--- src/rtl/apx_fp_pkg.sv ---
// rtl/apx_fp_pkg.sv - shared states, constants and field helpers for the approximate float adder
// Contents: state_t FSM encoding, IEEE-754 single constants, NaN/inf/zero field tests.

package apx_fp_pkg;

    typedef enum logic [3:0] {
        GET_A,
        GET_B,
        UNPACK,
        SPECIAL,
        ALIGN,
        ADD0,
        ADD1,
        NORM1,
        NORM2,
        ROUND,
        PACK,
        PUT_Z
    } state_t;

    localparam logic [31:0]        QNAN       = 32'h7FC00000;
    localparam logic signed [9:0]  EXP_BIAS   = 10'sd127;
    localparam logic signed [9:0]  EXP_MIN    = -10'sd126;
    localparam logic signed [9:0]  EXP_MAX    = 10'sd127;
    localparam int                 MANT_EXT_W = 27;

    function automatic logic is_nan(input logic [31:0] x);
        return (x[30:23] == 8'hFF) && (x[22:0] != 23'd0);
    endfunction

    function automatic logic is_inf(input logic [31:0] x);
        return (x[30:23] == 8'hFF) && (x[22:0] == 23'd0);
    endfunction

    function automatic logic is_zero(input logic [31:0] x);
        return x[30:0] == 31'd0;
    endfunction

endpackage

--- src/rtl/apx_fp_round.sv ---
// rtl/apx_fp_round.sv - round-to-nearest-even step and IEEE-754 packing (combinational)
// Ports: m/e/sign - normalised significand, unbiased exponent, sign;
//        guard/round_bit/sticky - bits below m; rnd_m/rnd_e - rounded significand/exponent;
//        pack_z - packed single built from m/e/sign as presented.

module apx_fp_round
    import apx_fp_pkg::*;
(
    input  logic [23:0]        m,
    input  logic signed [9:0]  e,
    input  logic               sign,
    input  logic               guard,
    input  logic               round_bit,
    input  logic               sticky,
    output logic [23:0]        rnd_m,
    output logic signed [9:0]  rnd_e,
    output logic [31:0]        pack_z
);

    logic [7:0] exp_field;

    always_comb begin
        rnd_m = m;
        rnd_e = e;
        if (guard && (round_bit || sticky || m[0])) begin
            rnd_m = m + 24'd1;
            // All-ones wraps to zero; the value is 1.0 * 2^(e+1), which packs correctly
            // with a zero fraction and the bumped exponent.
            if (m == 24'hFFFFFF) begin
                rnd_e = e + 10'sd1;
            end
        end
    end

    always_comb begin
        exp_field = e[7:0] + 8'd127;
        pack_z    = {sign, exp_field, m[22:0]};
        if ((e == EXP_MIN) && !m[23]) begin
            pack_z[30:23] = 8'd0;
        end
        if (e > EXP_MAX) begin
            pack_z = {sign, 8'hFF, 23'd0};
        end
    end

endmodule

--- src/rtl/apx_float_adder.sv ---
// rtl/apx_float_adder.sv - approximate IEEE-754 single-precision adder with stb/ack handshakes
// Ports: clk, rst (synchronous, active high);
//        input_a/input_a_stb/input_a_ack, input_b/input_b_stb/input_b_ack - operand handshakes;
//        output_z/output_z_stb/output_z_ack - registered result handshake.
// APX_BITS zeroes that many LSBs of both aligned 27-bit significands before the add.

module apx_float_adder
    import apx_fp_pkg::*;
#(
    parameter int APX_BITS = 0
) (
    input  logic        clk,
    input  logic        rst,
    input  logic [31:0] input_a,
    input  logic        input_a_stb,
    output logic        input_a_ack,
    input  logic [31:0] input_b,
    input  logic        input_b_stb,
    output logic        input_b_ack,
    output logic [31:0] output_z,
    output logic        output_z_stb,
    input  logic        output_z_ack
);

    localparam logic [MANT_EXT_W-1:0] APX_MASK = ~((27'd1 << APX_BITS) - 27'd1);

    state_t state_q, state_d;

    logic [31:0]             a, b;
    logic [MANT_EXT_W-1:0]   a_m, b_m;
    logic signed [9:0]       a_e, b_e;
    logic                    a_s, b_s;
    logic [MANT_EXT_W:0]     sum;
    logic [23:0]             z_m;
    logic signed [9:0]       z_e;
    logic                    z_s;
    logic                    guard, round_bit, sticky;

    logic [MANT_EXT_W-1:0]   am_c, bm_c;
    logic                    special_hit;
    logic [31:0]             special_z;
    logic [23:0]             rnd_m;
    logic signed [9:0]       rnd_e;
    logic [31:0]             pack_z;

    assign am_c = a_m & APX_MASK;
    assign bm_c = b_m & APX_MASK;

    // Special operands are decided on the raw latched words, so denormal fix-up in
    // SPECIAL never affects which branch is taken.
    always_comb begin
        special_hit = 1'b1;
        special_z   = QNAN;
        if (is_nan(a) || is_nan(b)) begin
            special_z = QNAN;
        end else if (is_inf(a) && is_inf(b) && (a[31] != b[31])) begin
            special_z = QNAN;
        end else if (is_inf(a)) begin
            special_z = a;
        end else if (is_inf(b)) begin
            special_z = b;
        end else if (is_zero(a) && is_zero(b)) begin
            special_z = {a[31] & b[31], 31'd0};
        end else if (is_zero(a)) begin
            special_z = b;
        end else if (is_zero(b)) begin
            special_z = a;
        end else begin
            special_hit = 1'b0;
        end
    end

    apx_fp_round u_round (
        .m         (z_m),
        .e         (z_e),
        .sign      (z_s),
        .guard     (guard),
        .round_bit (round_bit),
        .sticky    (sticky),
        .rnd_m     (rnd_m),
        .rnd_e     (rnd_e),
        .pack_z    (pack_z)
    );

    always_ff @(posedge clk) begin
        if (rst) begin
            state_q <= GET_A;
        end else begin
            state_q <= state_d;
        end
    end

    always_comb begin
        state_d = state_q;
        unique case (state_q)
            GET_A:   if (input_a_ack && input_a_stb) state_d = GET_B;
            GET_B:   if (input_b_ack && input_b_stb) state_d = UNPACK;
            UNPACK:  state_d = SPECIAL;
            SPECIAL: state_d = special_hit ? PUT_Z : ALIGN;
            ALIGN:   if (a_e == b_e) state_d = ADD0;
            ADD0:    state_d = ADD1;
            ADD1:    state_d = NORM1;
            NORM1:   if (z_m[23] || (z_e <= EXP_MIN)) state_d = NORM2;
            NORM2:   if (z_e >= EXP_MIN) state_d = ROUND;
            ROUND:   state_d = PACK;
            PACK:    state_d = PUT_Z;
            PUT_Z:   if (output_z_stb && output_z_ack) state_d = GET_A;
            default: state_d = GET_A;
        endcase
    end

    always_ff @(posedge clk) begin
        if (rst) begin
            input_a_ack  <= 1'b0;
            input_b_ack  <= 1'b0;
            output_z_stb <= 1'b0;
            output_z     <= 32'd0;
            a            <= 32'd0;
            b            <= 32'd0;
            a_m          <= '0;
            b_m          <= '0;
            a_e          <= '0;
            b_e          <= '0;
            a_s          <= 1'b0;
            b_s          <= 1'b0;
            sum          <= '0;
            z_m          <= '0;
            z_e          <= '0;
            z_s          <= 1'b0;
            guard        <= 1'b0;
            round_bit    <= 1'b0;
            sticky       <= 1'b0;
        end else begin
            unique case (state_q)
                GET_A: begin
                    if (input_a_ack && input_a_stb) begin
                        a           <= input_a;
                        input_a_ack <= 1'b0;
                    end else begin
                        input_a_ack <= 1'b1;
                    end
                end
                GET_B: begin
                    if (input_b_ack && input_b_stb) begin
                        b           <= input_b;
                        input_b_ack <= 1'b0;
                    end else begin
                        input_b_ack <= 1'b1;
                    end
                end
                UNPACK: begin
                    a_m <= {1'b0, a[22:0], 3'b000};
                    b_m <= {1'b0, b[22:0], 3'b000};
                    a_e <= $signed({2'b00, a[30:23]}) - EXP_BIAS;
                    b_e <= $signed({2'b00, b[30:23]}) - EXP_BIAS;
                    a_s <= a[31];
                    b_s <= b[31];
                end
                SPECIAL: begin
                    if (special_hit) begin
                        output_z     <= special_z;
                        output_z_stb <= 1'b1;
                    end else begin
                        if (a[30:23] == 8'd0) a_e <= EXP_MIN;
                        else                  a_m[26] <= 1'b1;
                        if (b[30:23] == 8'd0) b_e <= EXP_MIN;
                        else                  b_m[26] <= 1'b1;
                    end
                end
                ALIGN: begin
                    // New bit0 keeps whatever falls off the end so the tail stays visible.
                    if (a_e > b_e) begin
                        b_e <= b_e + 10'sd1;
                        b_m <= {1'b0, b_m[26:2], b_m[1] | b_m[0]};
                    end else if (b_e > a_e) begin
                        a_e <= a_e + 10'sd1;
                        a_m <= {1'b0, a_m[26:2], a_m[1] | a_m[0]};
                    end
                end
                ADD0: begin
                    z_e <= a_e;
                    if (a_s == b_s) begin
                        sum <= {1'b0, am_c} + {1'b0, bm_c};
                        z_s <= a_s;
                    end else if (am_c > bm_c) begin
                        sum <= {1'b0, am_c} - {1'b0, bm_c};
                        z_s <= a_s;
                    end else if (bm_c > am_c) begin
                        sum <= {1'b0, bm_c} - {1'b0, am_c};
                        z_s <= b_s;
                    end else begin
                        sum <= '0;
                        z_s <= 1'b0;
                    end
                end
                ADD1: begin
                    if (sum[27]) begin
                        z_m       <= sum[27:4];
                        guard     <= sum[3];
                        round_bit <= sum[2];
                        sticky    <= sum[1] | sum[0];
                        z_e       <= z_e + 10'sd1;
                    end else begin
                        z_m       <= sum[26:3];
                        guard     <= sum[2];
                        round_bit <= sum[1];
                        sticky    <= sum[0];
                    end
                end
                NORM1: begin
                    if (!z_m[23] && (z_e > EXP_MIN)) begin
                        z_e       <= z_e - 10'sd1;
                        z_m       <= {z_m[22:0], guard};
                        guard     <= round_bit;
                        round_bit <= 1'b0;
                    end
                end
                NORM2: begin
                    if (z_e < EXP_MIN) begin
                        z_e       <= z_e + 10'sd1;
                        z_m       <= {1'b0, z_m[23:1]};
                        guard     <= z_m[0];
                        round_bit <= guard;
                        sticky    <= sticky | round_bit;
                    end
                end
                ROUND: begin
                    z_m <= rnd_m;
                    z_e <= rnd_e;
                end
                PACK: begin
                    output_z     <= pack_z;
                    output_z_stb <= 1'b1;
                end
                PUT_Z: begin
                    if (output_z_stb && output_z_ack) begin
                        output_z_stb <= 1'b0;
                    end
                end
                default: ;
            endcase
        end
    end

endmodule

--- config.mk ---
export PLATFORM = sky130hd
export DESIGN_NAME = apx_float_adder
export DESIGN_NICKNAME = d
export VERILOG_FILES = /design/src/rtl/apx_fp_pkg.sv /design/src/rtl/apx_fp_round.sv /design/src/rtl/apx_float_adder.sv
export SDC_FILE = /design/constraint.sdc
export NUM_CORES = 1
export LEC_CHECK = 0
export BUFFER_PORTS_ARGS = -buffer_cell sky130_fd_sc_hd__buf_2
export CAP_MARGIN = 20
export CORE_MARGIN = 2
export CORE_UTILIZATION = 45
export DETAILED_ROUTE_END_ITERATION = 12
export HOLD_SLACK_MARGIN = 0.08
export RECOVER_POWER = 25
export SKIP_LAST_GASP = 1
export SLEW_MARGIN = 20
export SYNTH_ARGS = -nofsm -noshare
export SYNTH_HDL_FRONTEND = slang
export SYNTH_HIERARCHICAL = 1
export SYNTH_SLANG_ARGS = --single-unit
--- constraint.sdc ---
create_clock -name clk -period 4.6 [get_ports clk]
set_clock_uncertainty 0.15 [all_clocks]
set_input_delay 0.46 -clock clk [delete_from_list [all_inputs] [get_ports clk]]
set_output_delay 0.46 -clock clk [all_outputs]
set_load 0.05 [all_outputs]
==> flow_summary.ini, run 1 <==
[routing]
firstDrtPassIters = 6
vias = 19227
drtAntennaViolNets = 0
drc_errors = 0
post_drt_via_cell_ratio = 6.184
drt_iter0_drc = 2275
avgRoutedWirePerCell_um = 21.59
totalWireLength_um = 67120

[final_layout]
antennaDiodeCount = 0
area_growth_syn_to_layout_pct = 14.22
nets = 2737
fin_cells = 3109
drive_gt1_frac = 0.09598

[power_and_ir_drop]
p_total_mw = 7.048
vdd_ir_drop_max_uv = 327.5
powerDensity_nw_per_um2 = 340.5
static-leakage-power_nw = 7.591

[sta]
max-slew-margin-rel = -1.365
maxClockFrequency_mhz = 228.4
timing.final.crit_share = 0.9518
finalSetupViolCount = 0
timing.final.max_slew_violations = 186
worst-slew-pin-transition_ps = 3548
rsz_0062_raised_after_global_routing = false
finalHoldViolCount = 0
final_period_minus_worst_setup_slack_ps = 4378
timing.setup.tns_ps = 0

[critical_path]
cp-end-kind = register
worst_setup_path_start_kind = register
critical_path.slowest_cell = o21ai_1
timing.critical_path.fanout_max = 28
path_cells = inv_1 -> ha_1 -> a21o_1 -> a211o_1 -> or3_1 -> o21ai_1 -> nand2_1 -> nand2_2 -> buf_4 -> nor2_1 -> a311oi_1
r2r.worst_path.cells = 11
cpLargestDelayFamily = compound AO/OA/AOI/OAI gates
timing.setup.critical_path_class = reg -> reg
timing.critical_path.buf_inv = 2
crit_path_max_incr_delay_ps = 610
regToRegEndpoint = b_m[17]
critical_path_required_ps = 4870
worstReg2RegStart = a_e[7]
regToRegSetupSlack_ps = 220
crit_arrival_ps = 4650

[synth]
syn_nets = 2649
netlist.top_cell.by_area = dfxtp_1
synth.cell_area_um2 = 18120
synth_most_common_cell = nand2_1
postSynth.topFlopCell = dfxtp_1
netlist_instances = 2472
netlist_top_cells_count = nand2_1 (386), dfxtp_1 (245), nor2_1 (241)
synth_top_cell_area_share = 0.2706
async_reset_ff_frac = 0
yosys_register_bits = 245
yosys_warnings = 6
postSynthAreaPerCell_um2 = 7.331
post_synth_num_cell_types = 92
synth-edff-count = 0
ys_seq_area_frac = 0.2706
synth.area.top_cells = dfxtp_1 (27%), nand2_1 (8.0%), ha_1 (7.2%)

[min_path]
worst_hold_path.endpoint = output_z_stb
hold_path.startpoint = output_z_ack
min_path_type = in -> reg
holdPathStages = 4

[clock_tree]
clock_insertion_delay_worst_skew_ps = 600
cts_buffers = 30
cts_setup_buffers = 0
tritoncts_clock_tree = yes
worst_setup_hold_path_clk_slew_ps = 60
clock_tree.root_cell = clkbuf_16
clock_sinks = 245
h_tree_levels = 1
clk_path_buf_depth = 3

[die]
design.die.area_um2 = 41890
initial_util = 0.4561
ios = 104
fp.dieW_um = 204.7
fp.coreArea_um2 = 39730
floorplan.rows = 73
die_h_um = 204.7

[placed_design]
io_buffers = 103
dpl.cell_count = 2988
gp_congestion = 0.9684
hpwl_um = 48900

[grt]
grt_usage = 0.3133
grt_first_pass_wirelength_um = 103600
grt_remaining_overflow = 0
grt_max_degree = 186
grt_antenna_before_repair = 0
first_global_vias = 17610

[job]
timing.max_cap.violations = 1

[status]
failing_checks = max-capacitance violations, max-slew violations
status = complete, but fails checks
## stage by stage
stage	instance area [um2]	setup WS, ps	util	hold WS, ps
floorplan	18120	1443	-	276.5
global placement	19090	457.4	0.4805	313.8
detailed placement	19090	431.9	0.4805	320.4
CTS	20760	391.6	0.5225	102.1
global route	20700	72.02	0.5210	158.6
finish	20700	221.9	0.5210	113.0
## state kept, by name (all words and copies together) (netlist names), 24 cells and up
signal	flops
b	32
a_m	27
sum	28
b_m	27
z_m	24
a	32
output_z	32
## worst reg2reg max path: stages, from the launching register on
cell	delay [ps]
dfxtp_1	430
inv_1	110
ha_1	320
a21o_1	180
a211o_1	300
or3_1	300
o21ai_1	610
nand2_1	440
nand2_2	570
buf_4	400
nor2_1	80
a311oi_1	300
## timing repair
item	4_1_cts	5_1_grt
resized for setup	0	0
hold buffers	65	0
endpoints found under the hold margin	69	0
## power by group
part / internal (mW) / switching [mW] / leakage [nW]
Combinational: 0.798 / 1.52 / 5.12
Sequential: 2.18 / 0.0892 / 1.98
Clock: 1.43 / 1.04 / 0.489
## logic make-up after synthesis
kind of cell | after synthesis | synth area share
buffers and inverters | 282 | 0.06138
and+or+nand+nor | 990 | 0.2533
DFF | 245 | 0.2706
muxes | 62 | 0.03618
xor gates and xnor gates | 85 | 0.04108
AOI/OAI and AO/OA | 700 | 0.2616
adders and majority gates | 108 | 0.07581
## metal layers
metal,share of wire,vias up,GRT usage
met4,0.024,0,0.07997
met1,0.46,9113,0.4688
met3,0.097,90,0.05647
met2,0.42,949,0.4572
met5,0,-,0
li1,-,9075,-
## final cells by class
cell class | instances | area, um2
Timing Repair Buffer | 226 | 1562
Multi-Input combinational cell | 1945 | 12140
Tap cell | 525 | 656.9
Inverter | 112 | 420.4
Fill cell | 3891 | 19030
Clock inverter | 15 | 156.4
Clock buffer | 41 | 862.1
Sequential cell | 245 | 4906
## worst max-delay path by stage
stage | from | to | depth (start not counted)
final | a_e[7] | b_m[17] | 11
after global routing | a_e[7] | b_m[17] | 11
after CTS | a_e[7] | b_m[19] | 11
after detailed placement | a_e[7] | b_m[19] | 11
after global placement | a_e[7] | b_m[8] | 11
after floorplan | a_m[20] | sum[23] | 12
## placed cells by master (no fill, tap or decap), types with 56 or more instances in the layout
master / count
nand2_1: 384
dfxtp_1: 244
nor2_1: 239
a21oi_1: 204
inv_1: 110
ha_1: 105
o21ai_0: 98
nand3_1: 84
buf_2: 68
dlygate4sd3_1: 65
nor3_1: 58
buf_4: 57
xnor2_1: 56
(Power assumes the default switching activity.)
==> inputs of run 2 (changes only) <==
--- a/config.mk
+++ b/config.mk
@@ -9,6 +9,7 @@
 export CAP_MARGIN = 20
 export CORE_MARGIN = 2
 export CORE_UTILIZATION = 45
+export CTS_CLUSTER_SIZE = 16
 export DETAILED_ROUTE_END_ITERATION = 12
 export HOLD_SLACK_MARGIN = 0.08
 export RECOVER_POWER = 25
@@ -16,5 +17,4 @@
 export SLEW_MARGIN = 20
 export SYNTH_ARGS = -nofsm -noshare
 export SYNTH_HDL_FRONTEND = slang
-export SYNTH_HIERARCHICAL = 1
 export SYNTH_SLANG_ARGS = --single-unit
==> flow_summary.ini, run 2 <==
[sta]
finalHoldViolCount = 0
timing.final.max_slew_violations = 34
timing.setup.tns_ps = 0
rsz_0062_raised_after_global_routing = false
timing.final.crit_share = 0.8665
finalSetupViolCount = 0
maxClockFrequency_mhz = 250.9
worst-slew-pin-transition_ps = 1566
final_period_minus_worst_setup_slack_ps = 3986
max-slew-margin-rel = -0.04392

[min_path]
holdPathStages = 2
min_path_type = in -> reg

[synth]
yosys_warnings = 0
synth.area.top_cells = dfxtp_1 (28%), nand2_1 (7.8%), ha_1 (7.8%)
postSynthAreaPerCell_um2 = 7.379
synth-edff-count = 0
netlist_instances = 2378
synth.cell_area_um2 = 17550
postSynth.topFlopCell = dfxtp_1
netlist_top_cells_count = nand2_1 (366), a21oi_1 (268), dfxtp_1 (245)
netlist.top_cell.by_area = dfxtp_1
synth_top_cell_area_share = 0.2795
synth_most_common_cell = nand2_1
ys_seq_area_frac = 0.2795
post_synth_num_cell_types = 98
async_reset_ff_frac = 0
yosys_register_bits = 245
syn_nets = 2560

[grt]
grt_usage = 0.3169
grt_remaining_overflow = 0
grt_antenna_before_repair = 1
grt_first_pass_wirelength_um = 102200
first_global_vias = 17155
grt_max_degree = 174

[routing]
post_drt_via_cell_ratio = 6.281
drtAntennaViolNets = 0
totalWireLength_um = 66170
vias = 18779
drc_errors = 0
avgRoutedWirePerCell_um = 22.13
drt_iter0_drc = 2339
firstDrtPassIters = 10

[die]
die_h_um = 201.5
initial_util = 0.4551
fp.coreArea_um2 = 38560
design.die.area_um2 = 40590
floorplan.rows = 72
fp.dieW_um = 201.5
ios = 104

[final_layout]
biggestRegsByFlops = a x32, b x32, output_z x32
nets = 2633
drive_gt1_frac = 0.08617
num-fill-cells = 3868
final_common_cell = nand2_1
area_growth_syn_to_layout_pct = 13.29
multi_input_comb_area_um2 = 11490
layout.core_utilization = 0.5156
antennaDiodeCount = 0
commonest_cells_after_routing_fill_and_taps_aside = nand2_1 (365), a21oi_1 (268), dfxtp_1 (245)
seq_area_um2 = 4905

[clock_tree]
h_tree_levels = 1
tritoncts_clock_tree = yes
clock_sinks = 245
cts_buffers = 30
post_cts_hold_buffer_count = 65
cts_setup_buffers = 0
clock_tree.root_cell = clkbuf_16
clk_path_buf_depth = 3
clock_insertion_delay_worst_skew_ps = 580
cts_resized = 0
worst_setup_hold_path_clk_slew_ps = 60

[critical_path]
cpLargestDelayFamily = compound AO/OA/AOI/OAI gates
regToRegSetupSlack_ps = 610
timing.setup.critical_path_class = reg -> reg
crit_arrival_ps = 4260
critical_path_required_ps = 4870
timing.critical_path.fanout_max = 16
r2r.worst_path.cells = 14
worstReg2RegStart = state_q[2]
critical_path_capture_point = z_e[9]
worst_setup_path_start_kind = register
regToRegEndpoint = z_e[9]
crit_path_max_incr_delay_ps = 560
critical_path.slowest_cell = clkbuf_1
crit_top_cell = a21oi_1
worstSetupStartpoint = state_q[2]
timing.critical_path.depth = 14
path_cells = clkbuf_1 -> nand3_1 -> nand2_1 -> inv_1 -> ha_1 -> a21o_1 -> a21oi_1 -> o21ai_0 -> a2111o_1 -> a31o_2 -> a21oi_1 -> xnor2_1 -> mux2i_1 -> o311ai_0
timing.critical_path.buf_inv = 2
cp-end-kind = register

[power_and_ir_drop]
powerDensity_nw_per_um2 = 626.7
static-leakage-power_nw = 7.241
p_total_mw = 12.46
vdd_ir_drop_max_uv = 1028

[job]
timing.max_cap.violations = 1

[status]
status = complete, but fails checks
failing_checks = max-capacitance violations, max-slew violations

[placed_design]
io_buffers = 103
hpwl_um = 48410
gp_congestion = 0.9928
## run 2: cell types whose count changed after synthesis, moves of 11 or more
cell and delta:
a21oi_1 +64, a222oi_1 +29, and2_1 -25, mux2_2 -23, nand3_1 -21, nand2_1 -20
clkbuf_1 -17, mux2i_1 -17, a211oi_1 -16, a221oi_1 -12, buf_2 +12, xor2_1 -12
nor3b_1 -11
## run 2: power breakdown
group	total (mW)	internal, mW	switching (mW)
clock	2.30	1.31	0.991
sequential	2.60	2.31	0.289
combinational	7.56	2.57	4.99
total	12.5	6.19	6.27
## run 2: final cells by class
class,count,share of cell area
clock buffers,45,0.04418
inverters,110,0.02077
multi-input cells,1847,0.5782
well taps,518,0.03260
clock inverters,8,0.002580
repair buffers,217,0.07496
flip-flops and latches,245,0.2467
## run 2: worst min-delay path by stage
stage / start / end / slack [ps]
2_1_floorplan: sum[14] / sum[14] / 280
3_3_place_gp: output_z[29] / output_z[29] / 290
4_1_cts: rst / a_m[1] / 110
3_5_place_dp: output_z[29] / output_z[29] / 290
5_1_grt: rst / z_e[1] / 140
6_report: rst / z_e[1] / 140
## run 2: kinds of logic after synthesis
logic type	synth area share
adders and majority gates	0.08228
AOI/OAI and AO/OA	0.2968
DFF	0.2795
muxes	0.01205
buffers and inverters	0.06866
and+or+nand+nor	0.2258
xor gates and xnor gates	0.03494
## run 2: metrics by stage
step / instances / hold slack (ps) / area [um2] / setup slack (ps)
after floorplan: 2378 / 280.5 / 17550 / 1096
after global placement: 2872 / 288.8 / 18360 / 828.7
after detailed placement: 2872 / 293.8 / 18360 / 704.1
after CTS: 2990 / 112.6 / 19940 / 704.8
after global routing: 2990 / 140.8 / 19880 / 260.1
final: 2990 / 136.8 / 19880 / 614.3
## run 2: metal layers
| metal | share of wire | vias to the layer above | track usage |
|---|---|---|---|
| met3 | 0.098 | 111 | 0.04940 |
| met5 | 0 | - | 0 |
| met1 | 0.46 | 8969 | 0.4722 |
| met4 | 0.028 | 0 | 0.08535 |
| met2 | 0.41 | 926 | 0.4714 |
| li1 | - | 8773 | - |
